==> config.mk <==
export PLATFORM = sky130hd
export DESIGN_NAME = grid_piece_writer
export DESIGN_NICKNAME = d
export VERILOG_FILES = /design/src/rtl/grid_piece_writer.sv
export SDC_FILE = /design/constraint.sdc
export NUM_CORES = 1
export LEC_CHECK = 0
export ABC_AREA = 1
export CAP_MARGIN = 15
export CORE_MARGIN = 2
export CORE_UTILIZATION = 50
export DETAILED_ROUTE_END_ITERATION = 10
export GPL_ROUTABILITY_DRIVEN = 0
export PLACE_DENSITY = 0.83
export SYNTH_ARGS = -nofsm -noshare
export SYNTH_HDL_FRONTEND = slang
export SYNTH_SLANG_ARGS = --single-unit
==> constraint.sdc <==
create_clock -name px_clk -period 4.2 [get_ports px_clk]
set_clock_uncertainty 0.1 [all_clocks]
set_input_delay 0.63 -clock px_clk [delete_from_list [all_inputs] [get_ports px_clk]]
set_output_delay 0.63 -clock px_clk [all_outputs]
set_load 0.01 [all_outputs]
==> src/rtl/grid_piece_writer.sv <==
// Write/check port of the 12x20 grid: CLEAR (240 writes), STAMP/ERASE/CHECK of a 4x4 mask.
// One cell access per granted cycle; reads add one RD_WAIT cycle; stalls while mem_grant is low.
module grid_piece_writer #(
    parameter int         GRID_COLS   = 12,
    parameter int         GRID_ROWS   = 20,
    parameter logic [7:0] BORDER_CODE = 8'd8
) (
    input  logic        px_clk,
    input  logic        reset,
    input  logic        cmd_valid,
    output logic        cmd_ready,
    input  logic [1:0]  cmd_op,
    input  logic [15:0] cmd_mask,
    input  logic [4:0]  cmd_row,
    input  logic [4:0]  cmd_col,
    input  logic [3:0]  cmd_type,
    input  logic        mem_grant,
    output logic [7:0]  grid_addr,
    output logic [7:0]  grid_wdata,
    output logic        grid_we,
    input  logic [7:0]  grid_rdata,
    output logic        done,
    output logic        collision
);

    typedef enum logic [1:0] {
        OP_CLEAR = 2'd0,
        OP_STAMP = 2'd1,
        OP_ERASE = 2'd2,
        OP_CHECK = 2'd3
    } op_e;

    typedef enum logic [2:0] {
        S_IDLE    = 3'd0,
        S_CLR     = 3'd1,
        S_SCAN    = 3'd2,
        S_RD_WAIT = 3'd3,
        S_DONE    = 3'd4
    } state_e;

    typedef struct packed {
        op_e         op;
        logic [15:0] mask;
        logic [4:0]  row;
        logic [4:0]  col;
        logic [3:0]  ptype;
    } cmd_t;

    localparam logic [5:0] LAST_ROW6    = 6'(GRID_ROWS - 1);
    localparam logic [5:0] LAST_COL6    = 6'(GRID_COLS - 1);
    localparam logic [4:0] LAST_CLR_ROW = 5'(GRID_ROWS - 1);
    localparam logic [3:0] LAST_CLR_COL = 4'(GRID_COLS - 1);
    localparam logic [7:0] LAST_CELL    = 8'(GRID_COLS * GRID_ROWS - 1);
    localparam logic [7:0] COLS8        = 8'(GRID_COLS);
    localparam logic [7:0] CODE_MASK    = 8'h0F;

    state_e     state;
    state_e     state_nxt;
    cmd_t       cur;
    logic [3:0] idx;
    logic [7:0] cnt;
    logic [4:0] clr_row;
    logic [3:0] clr_col;

    logic       accept;
    logic [5:0] scan_row;
    logic [5:0] scan_col;
    logic       in_range;
    logic       bit_set;
    logic       is_check;
    logic [7:0] scan_addr;
    logic       scan_adv;
    logic       scan_rd;
    logic       clr_wr;
    logic       clr_border;
    logic       rd_hit;

    // Box coordinates are widened to 6 bits so anchors near the edge cannot wrap back into range.
    assign scan_row   = {1'b0, cur.row} + {4'b0, idx[3:2]};
    assign scan_col   = {1'b0, cur.col} + {4'b0, idx[1:0]};
    assign in_range   = (scan_row <= LAST_ROW6) && (scan_col <= LAST_COL6);
    assign bit_set    = cur.mask[idx];
    assign is_check   = (cur.op == OP_CHECK);
    assign scan_addr  = COLS8 * {3'b0, scan_row[4:0]} + {2'b0, scan_col};

    assign accept     = cmd_valid && cmd_ready;
    assign scan_adv   = (state == S_SCAN) &&
                        (!bit_set || !in_range || (mem_grant && !is_check));
    assign scan_rd    = (state == S_SCAN) && bit_set && in_range && mem_grant && is_check;
    assign clr_wr     = (state == S_CLR) && mem_grant;
    assign clr_border = (clr_col == 4'd0) || (clr_col == LAST_CLR_COL) ||
                        (clr_row == LAST_CLR_ROW);
    assign rd_hit     = |(grid_rdata & CODE_MASK);

    always_ff @(posedge px_clk or posedge reset) begin
        if (reset) begin
            state <= S_IDLE;
        end else begin
            state <= state_nxt;
        end
    end

    always_comb begin
        state_nxt = state;
        case (state)
            S_IDLE: begin
                if (accept) begin
                    state_nxt = (op_e'(cmd_op) == OP_CLEAR) ? S_CLR : S_SCAN;
                end
            end
            S_CLR: begin
                if (clr_wr && (cnt == LAST_CELL)) begin
                    state_nxt = S_DONE;
                end
            end
            S_SCAN: begin
                if (scan_rd) begin
                    state_nxt = S_RD_WAIT;
                end else if (scan_adv && (idx == 4'd15)) begin
                    state_nxt = S_DONE;
                end
            end
            S_RD_WAIT: begin
                state_nxt = (idx == 4'd15) ? S_DONE : S_SCAN;
            end
            S_DONE: begin
                state_nxt = S_IDLE;
            end
            default: begin
                state_nxt = S_IDLE;
            end
        endcase
    end

    always_comb begin
        cmd_ready  = 1'b0;
        done       = 1'b0;
        grid_we    = 1'b0;
        grid_addr  = 8'd0;
        grid_wdata = 8'd0;
        case (state)
            S_IDLE: begin
                cmd_ready = !reset;
            end
            S_CLR: begin
                grid_addr  = cnt;
                grid_we    = mem_grant;
                grid_wdata = clr_border ? BORDER_CODE : 8'd0;
            end
            S_SCAN: begin
                if (bit_set && in_range) begin
                    grid_addr  = scan_addr;
                    grid_we    = mem_grant && !is_check;
                    grid_wdata = (cur.op == OP_STAMP) ? {4'b0, cur.ptype} : 8'd0;
                end
            end
            S_RD_WAIT: begin
                // Keep the read address stable while the data returns.
                if (bit_set && in_range) begin
                    grid_addr = scan_addr;
                end
            end
            S_DONE: begin
                done = 1'b1;
            end
            default: begin
                done = 1'b0;
            end
        endcase
    end

    always_ff @(posedge px_clk or posedge reset) begin
        if (reset) begin
            cur       <= '0;
            idx       <= 4'd0;
            cnt       <= 8'd0;
            clr_row   <= 5'd0;
            clr_col   <= 4'd0;
            collision <= 1'b0;
        end else begin
            case (state)
                S_IDLE: begin
                    if (accept) begin
                        cur.op    <= op_e'(cmd_op);
                        cur.mask  <= cmd_mask;
                        cur.row   <= cmd_row;
                        cur.col   <= cmd_col;
                        cur.ptype <= cmd_type;
                        idx       <= 4'd0;
                        cnt       <= 8'd0;
                        clr_row   <= 5'd0;
                        clr_col   <= 4'd0;
                        collision <= 1'b0;
                    end
                end
                S_CLR: begin
                    if (clr_wr) begin
                        cnt <= cnt + 8'd1;
                        if (clr_col == LAST_CLR_COL) begin
                            clr_col <= 4'd0;
                            clr_row <= clr_row + 5'd1;
                        end else begin
                            clr_col <= clr_col + 4'd1;
                        end
                    end
                end
                S_SCAN: begin
                    if (scan_adv) begin
                        idx <= idx + 4'd1;
                        if (bit_set && !in_range) begin
                            collision <= 1'b1;
                        end
                    end
                end
                S_RD_WAIT: begin
                    idx <= idx + 4'd1;
                    if (rd_hit) begin
                        collision <= 1'b1;
                    end
                end
                default: begin
                    idx <= idx;
                end
            endcase
        end
    end

endmodule

==> out/metrics.cfg, run 1 <==
[synth]
synth-edff-count = 0
syn_inst = 483
netlist_area_um2 = 3660
synth_top_family_by_area = simple AND/OR/NAND/NOR gates
synth_cell_types = 46
avgSynthCellArea_um2 = 7.58
synth-xor-area-share_pct = 1.67
synth_fa_ha_area_share_pct = 6.76
yosys.area_share.simple_pct = 32.0
synth.yosys.seq_area_share_pct = 38.9
yosysWarnings = 0
synth_mux_area_share_pct = 0
synth_compound_area_share_pct = 10.6
ys_seq_elements = 57
synth-async-reset-ratio_pct = 100
synth_flop_cell = dfrtp_1

[finish]
final_common_cell = nand2_1
antenna_cells = 0
final_cell_mix = 125 x nand2_1, 64 x inv_1, 57 x dfrtp_1
drive_gt1_share_pct = 14.4
n_fill_cell = 590
multi_input_area_um2 = 1950
final_util_pct = 64.2
nets = 612
seq_area_um2 = 1430
final_cell_area_um2 = 4610
area_growth_pct = 25.8

[routing]
wl_met2_um = 4350
totalWireLength_um = 8630
firstDrtPassIters = 5
wl_met1_um = 3690
vias = 3406
drtAntennaViolNets = 0
first_iter_violations = 233
routed_via_density = 5.21
drc = 0
routed.top_layer = met4
avgRoutedWirePerCell_um = 13.2
wl_met3_um = 464

[critical_path]
worstPathBufferInverterCount = 5
max_stage_delay_ns = 0.40
startpoint_type = register
critPathCaptureType = primary output
timing.critical_path.mode_cell = nand2_2
cpMaxStageDelayCell = dfrtp_1
crit_fanout = 4
crit_chain = ha_2 > fa_2 > or2_1 > nand2_2 > nor2_4 > inv_2 > nand2_1 > inv_1 > ha_2 > inv_2 > nand2_2 > xor2_1 > inv_1 > ha_4 > nand2_2 > nor2_2 > a211oi_2 > or2_0 > nand3_1 > nand2_1 > buf_2
cp.arrival_ns = 3.40
crit_type = register to primary output
worstPathRequired_ns = 3.47
crit_family = adder cells

[floorplanning]
die_w_um = 89.6
ios = 64
coreArea_um2 = 7180
start_util_pct = 51.1
num_rows = 31
dieArea_um2 = 8030
die_h_um = 89.6

[cts]
clk_pin_slew_ns = 0.06
cts_buffers = 9
cts_sinks = 57
clockRootBuffer = clkbuf_8
cts.htree.levels = 3
holdBufCountCts = 0
cts_tree = yes
clockBufferDepth = 2
insertion_delay_ns = 0.34

[global_routing]
grt_pass1_wl_um = 13900
grt_pass1_vias = 3209
overflow = 0
antenna_found_initial = 0
grt.total_usage_pct = 22.6
grt_max_degree = 64

[pwr]
p_leak_uw = 0.00221
p_per_area_nw_per_um2 = 729
ir_drop_uv = 373

[timing]
slew_headroom_pct = 38.3
worst_pin_slew_ns = 0.925
max_freq_mhz = 242
min_period_over_period_pct = 98.4
setup_viol_count_final = 0
post-route-min-period_ns = 4.13
hold_viol_final = 0
maxSlewViolCount = 0
rsz0062_at_grt = true

[flow_run]
drv_cap = 0

[placement]
place_area_um2 = 4310
numPortBuffers = 55
hpwl_um = 6130

[outcome]
status = finished clean

[min_path]
min_path_type = register to register

[final timing paths]
path / from / end / cells after the start / slack, ns
min in group asynchronous: reset / clr_row[4] / 2 / 0.79
max in group asynchronous: reset / cur[16] / 3 / 2.52
worst max register to register: idx[2] / idx[3] / 13 / 1.61
worst max-delay path: idx[2] / grid_addr[6] / 21 / 0.07
worst min register to register: cur[3] / cur[3] / 2 / 0.39
worst min-delay path: cur[3] / cur[3] / 2 / 0.39
[report_power, final]
part / switching (uW) / total (uW) / internal, uW
sequential: 130 / 872 / 742
clock: 215 / 492 / 277
combinational: 1190 / 2000 / 810
[cell families (layout without fill, tap and decap cells)]
| logic type | count (synthesis) | count (layout) |
|---|---|---|
| AND/OR/NAND/NOR | 241 | 241 |
| buffers and inverters | 90 | 159 |
| AO/OA/AOI/OAI | 69 | 69 |
| flip-flops | 57 | 57 |
| adder cells (fa/ha/maj) | 18 | 18 |
| XOR/XNOR | 7 | 7 |
| other | 1 | 4 |
[per-stage QoR]
stage	total power [uW]	instances	setup slack (ns)	hold slack (ns)	setup TNS, ns
final	3360	654	0.0657	0.388	0
after global routing	3640	654	-0.0861	0.418	-0.129
after CTS	3220	647	-0.0752	0.391	-0.0752
after detailed placement	2620	631	-0.149	0.375	-0.153
after global placement	2540	631	0.0356	0.365	0
after floorplan	2170	486	0.553	0.349	0
[worst min-delay path, cell delays in order (launching register included)]
cell	delay [ns]
dfrtp_1	0.35
nand2_1	0.05
nand2_1	0.05
[layout make-up]
type	instances	share of cell area [%]
inverters	75	6.11
clock inverters	2	0.217
well taps	99	2.69
clock buffers	14	3.96
repair buffers	68	13.8
flip-flops and latches	57	30.9
multi-input cells	339	42.3
[state kept, by name, indices dropped and copies added, names as in the netlist]
register	count
cur	32
cnt	8
clr_row	5
clr_col	4
idx	4
state	3
collision	1
[Yosys cell counts, types with 2 or more instances]
cell | number | area, um2
nand3_2 | 2 | 20.0
o21ai_2 | 4 | 35.0
clkbuf_1 | 7 | 26.3
inv_2 | 7 | 26.3
nand3_1 | 43 | 215
fa_1 | 3 | 60.1
buf_2 | 3 | 15.0
nand2_1 | 127 | 477
or2_1 | 2 | 12.5
o22ai_1 | 3 | 18.8
xor2_1 | 5 | 43.8
a21oi_1 | 11 | 55.1
nor2_1 | 22 | 82.6
nor3_4 | 2 | 32.5
o21ai_0 | 44 | 220
dfrtp_1 | 57 | 1430
ha_1 | 15 | 188
nor3_1 | 8 | 40.0
nand2_4 | 2 | 22.5
nor4_1 | 2 | 12.5
buf_4 | 4 | 30.0
nor2_2 | 5 | 31.3
inv_1 | 68 | 255
nand2_2 | 5 | 31.3
xnor2_1 | 2 | 17.5
nor3b_1 | 3 | 22.5
nand4_1 | 8 | 50.1
[routing by layer]
metal	track usage [%]	vias up
met5	0	-
met4	6.92	0
met1	28.6	1603
met2	38.6	111
met3	5.03	13
li1	-	1679
[timing repair]
item | CTS | global route
gates resized for setup | 10 | 15
setup endpoints to repair | 3 | 2
gates cloned | 0 | 0
buffers inserted | 0 | 7
endpoints found under the hold margin | 0 | 0
pin swaps | 1 | 13
No activity file was read; power rests on OpenSTA's default activity.
==> run 2, diff against run 1 <==
CORE_UTILIZATION = 48   (was 50)
PLACE_DENSITY = 0.84   (was 0.83)
clock period = 3.8 ns   (was 4.2 ns; I/O delays follow)
==> out/metrics.cfg, run 2 (same netlist as run 1, synthesis figures left out) <==
[outcome]
status = finished, violations left
violations = negative setup slack

[timing]
worst_slack_ns = -0.273  ; -0.338 ns
maxSlewViolCount = 0  ; unchanged
rsz0062_at_grt = true
min_period_over_period_pct = 107
setup_viol_count_final = 3  ; +3
post-route-min-period_ns = 4.07
max_freq_mhz = 246
hold_viol_final = 0  ; unchanged
finalSetupTns_ns = -0.517  ; -0.517 ns
slew_headroom_pct = 39.4  ; +1.1 points
worst_pin_slew_ns = 0.910  ; -0.0151 ns

[critical_path]
worstPathRequired_ns = 3.13  ; -0.34 ns
worstReg2RegStart = idx[2]
critPathCaptureType = primary output
reg2reg_setup_slack_ns = 1.11  ; -0.50 ns
cp.arrival_ns = 3.40  ; about the same
crit_fanout = 4  ; unchanged
crit_type = register to primary output
reg2reg_depth = 14  ; +1
startpoint_type = register
r2r_end = idx[3]

[routing]
drtAntennaViolNets = 0  ; unchanged
avgRoutedWirePerCell_um = 14.1  ; +7.0%
totalWireLength_um = 9400  ; +8.9%
drc = 0  ; unchanged
first_iter_violations = 248  ; +6.4%
firstDrtPassIters = 5  ; unchanged
vias = 3559  ; +4.5%
routed_via_density = 5.34  ; +2.6%

[finish]
final_cell_mix = 122 x nand2_1, 63 x inv_1, 57 x dfrtp_1
drive_gt1_share_pct = 18.7  ; +4.3 points
final_common_cell = nand2_1
antenna_cells = 0  ; unchanged
nets = 624  ; +2.0%
largest_register_ffs = 32  ; unchanged
top_regs = cur (32), cnt (8), clr_row (5)
area_growth_pct = 31.0
top_register = cur
final_util_pct = 65.5  ; +1.2 points

[global_routing]
overflow = 0  ; unchanged
grt_pass1_wl_um = 15100  ; +8.3%
grt_pass1_vias = 3368  ; +5.0%
antenna_found_initial = 0  ; unchanged
grt_max_degree = 64  ; unchanged
grt.total_usage_pct = 22.2  ; -0.32 points

[floorplanning]
ios = 64  ; unchanged
die_w_um = 91.4  ; +2.0%
start_util_pct = 50.0  ; -1.1 points
coreArea_um2 = 7330  ; +2.2%
dieArea_um2 = 8350  ; +4.0%
die_h_um = 91.4  ; +2.0%
num_rows = 31  ; unchanged

[cts]
clockRootBuffer = clkbuf_8
cts_tree = yes
cts_buffers = 9  ; unchanged
clk_pin_slew_ns = 0.07  ; about the same
insertion_delay_ns = 0.35  ; about the same
cts_sinks = 57  ; unchanged
cts.htree.levels = 3  ; unchanged
clockBufferDepth = 2  ; unchanged

[min_path]
worstHoldPathCells = 1  ; -1
min_from = clr_col[3]
min_to = clr_col[3]
min_path_type = register to register

[placement]
place_ws_ns = -0.402  ; -0.253 ns
hpwl_um = 6330  ; +3.2%
numPortBuffers = 55  ; unchanged

[flow_run]
drv_cap = 0  ; unchanged

[pwr]
p_leak_uw = 0.00240  ; +9.0%
p_per_area_nw_per_um2 = 867  ; +19%
ir_drop_uv = 441  ; +18%

## run 2: how the worst max path moves through the flow
stage	start	endpoint	slack, ns	depth (start not counted)
2_1_floorplan	idx[2]	grid_addr[6]	0.21	20
3_3_place_gp	cur[9]	grid_addr[6]	-0.24	20
3_5_place_dp	cur[9]	grid_addr[6]	-0.40	20
4_1_cts	idx[2]	grid_addr[6]	-0.12	21
5_1_grt	idx[2]	grid_addr[6]	-0.43	20
6_report	idx[2]	grid_addr[6]	-0.27	20
## run 2: final cells by class
class	instances	area [um2]
fill	572	2530
multi-input combinational	339	2040
sequential	57	1430
timing repair buffer	80	737
inverter	75	284
clock buffer	10	128
tap	99	124
clock inverter	6	58.8
## run 2: critical path: stages, from the launching register on
cell and delay, ns:
dfrtp_1 0.41, ha_4 0.18, fa_2 0.55, inv_2 0.07, nor2_4 0.12, inv_2 0.05, nand2_2 0.07, inv_2 0.04
ha_4 0.15, inv_2 0.07, nand2_2 0.06, xor2_1 0.14, inv_1 0.08, ha_4 0.31, nand2_2 0.06, nor2_2 0.15
a211oi_2 0.07, or2_0 0.21, nand3_1 0.07, nand2_1 0.05, buf_2 0.13
## run 2: repair_timing
action	CTS	global route
pin swaps	6	10
setup endpoints to repair	13	11
buffers inserted	6	6
cloned	0	0
gates resized for setup	34	26
hold buffers	0	0
## run 2: through the flow
step	cell area (um2)	cells	hold slack, ns	total power (uW)
6_report	4800	666	0.407	4160
3_3_place_gp	4380	640	0.364	2930
3_5_place_dp	4380	640	0.387	3040
2_1_floorplan	3670	486	0.349	2400
4_1_cts	4660	662	0.403	3760
5_1_grt	4800	666	0.416	4430
## run 2: routing by layer
layer	vias to the layer above	track usage [%]	wire length, um
li1	1708	-	-
met2	127	37.8	4660
met3	30	4.56	521
met5	-	0	0
met1	1694	27.6	3910
met4	0	8.96	306
## run 2: power breakdown
part / total [uW] / internal [uW] / switching [uW] / leakage [uW]
Sequential: 961 / 819 / 142 / 0.000733
Clock: 556 / 299 / 257 / 0.0000998
Combinational: 2640 / 1120 / 1530 / 0.00157
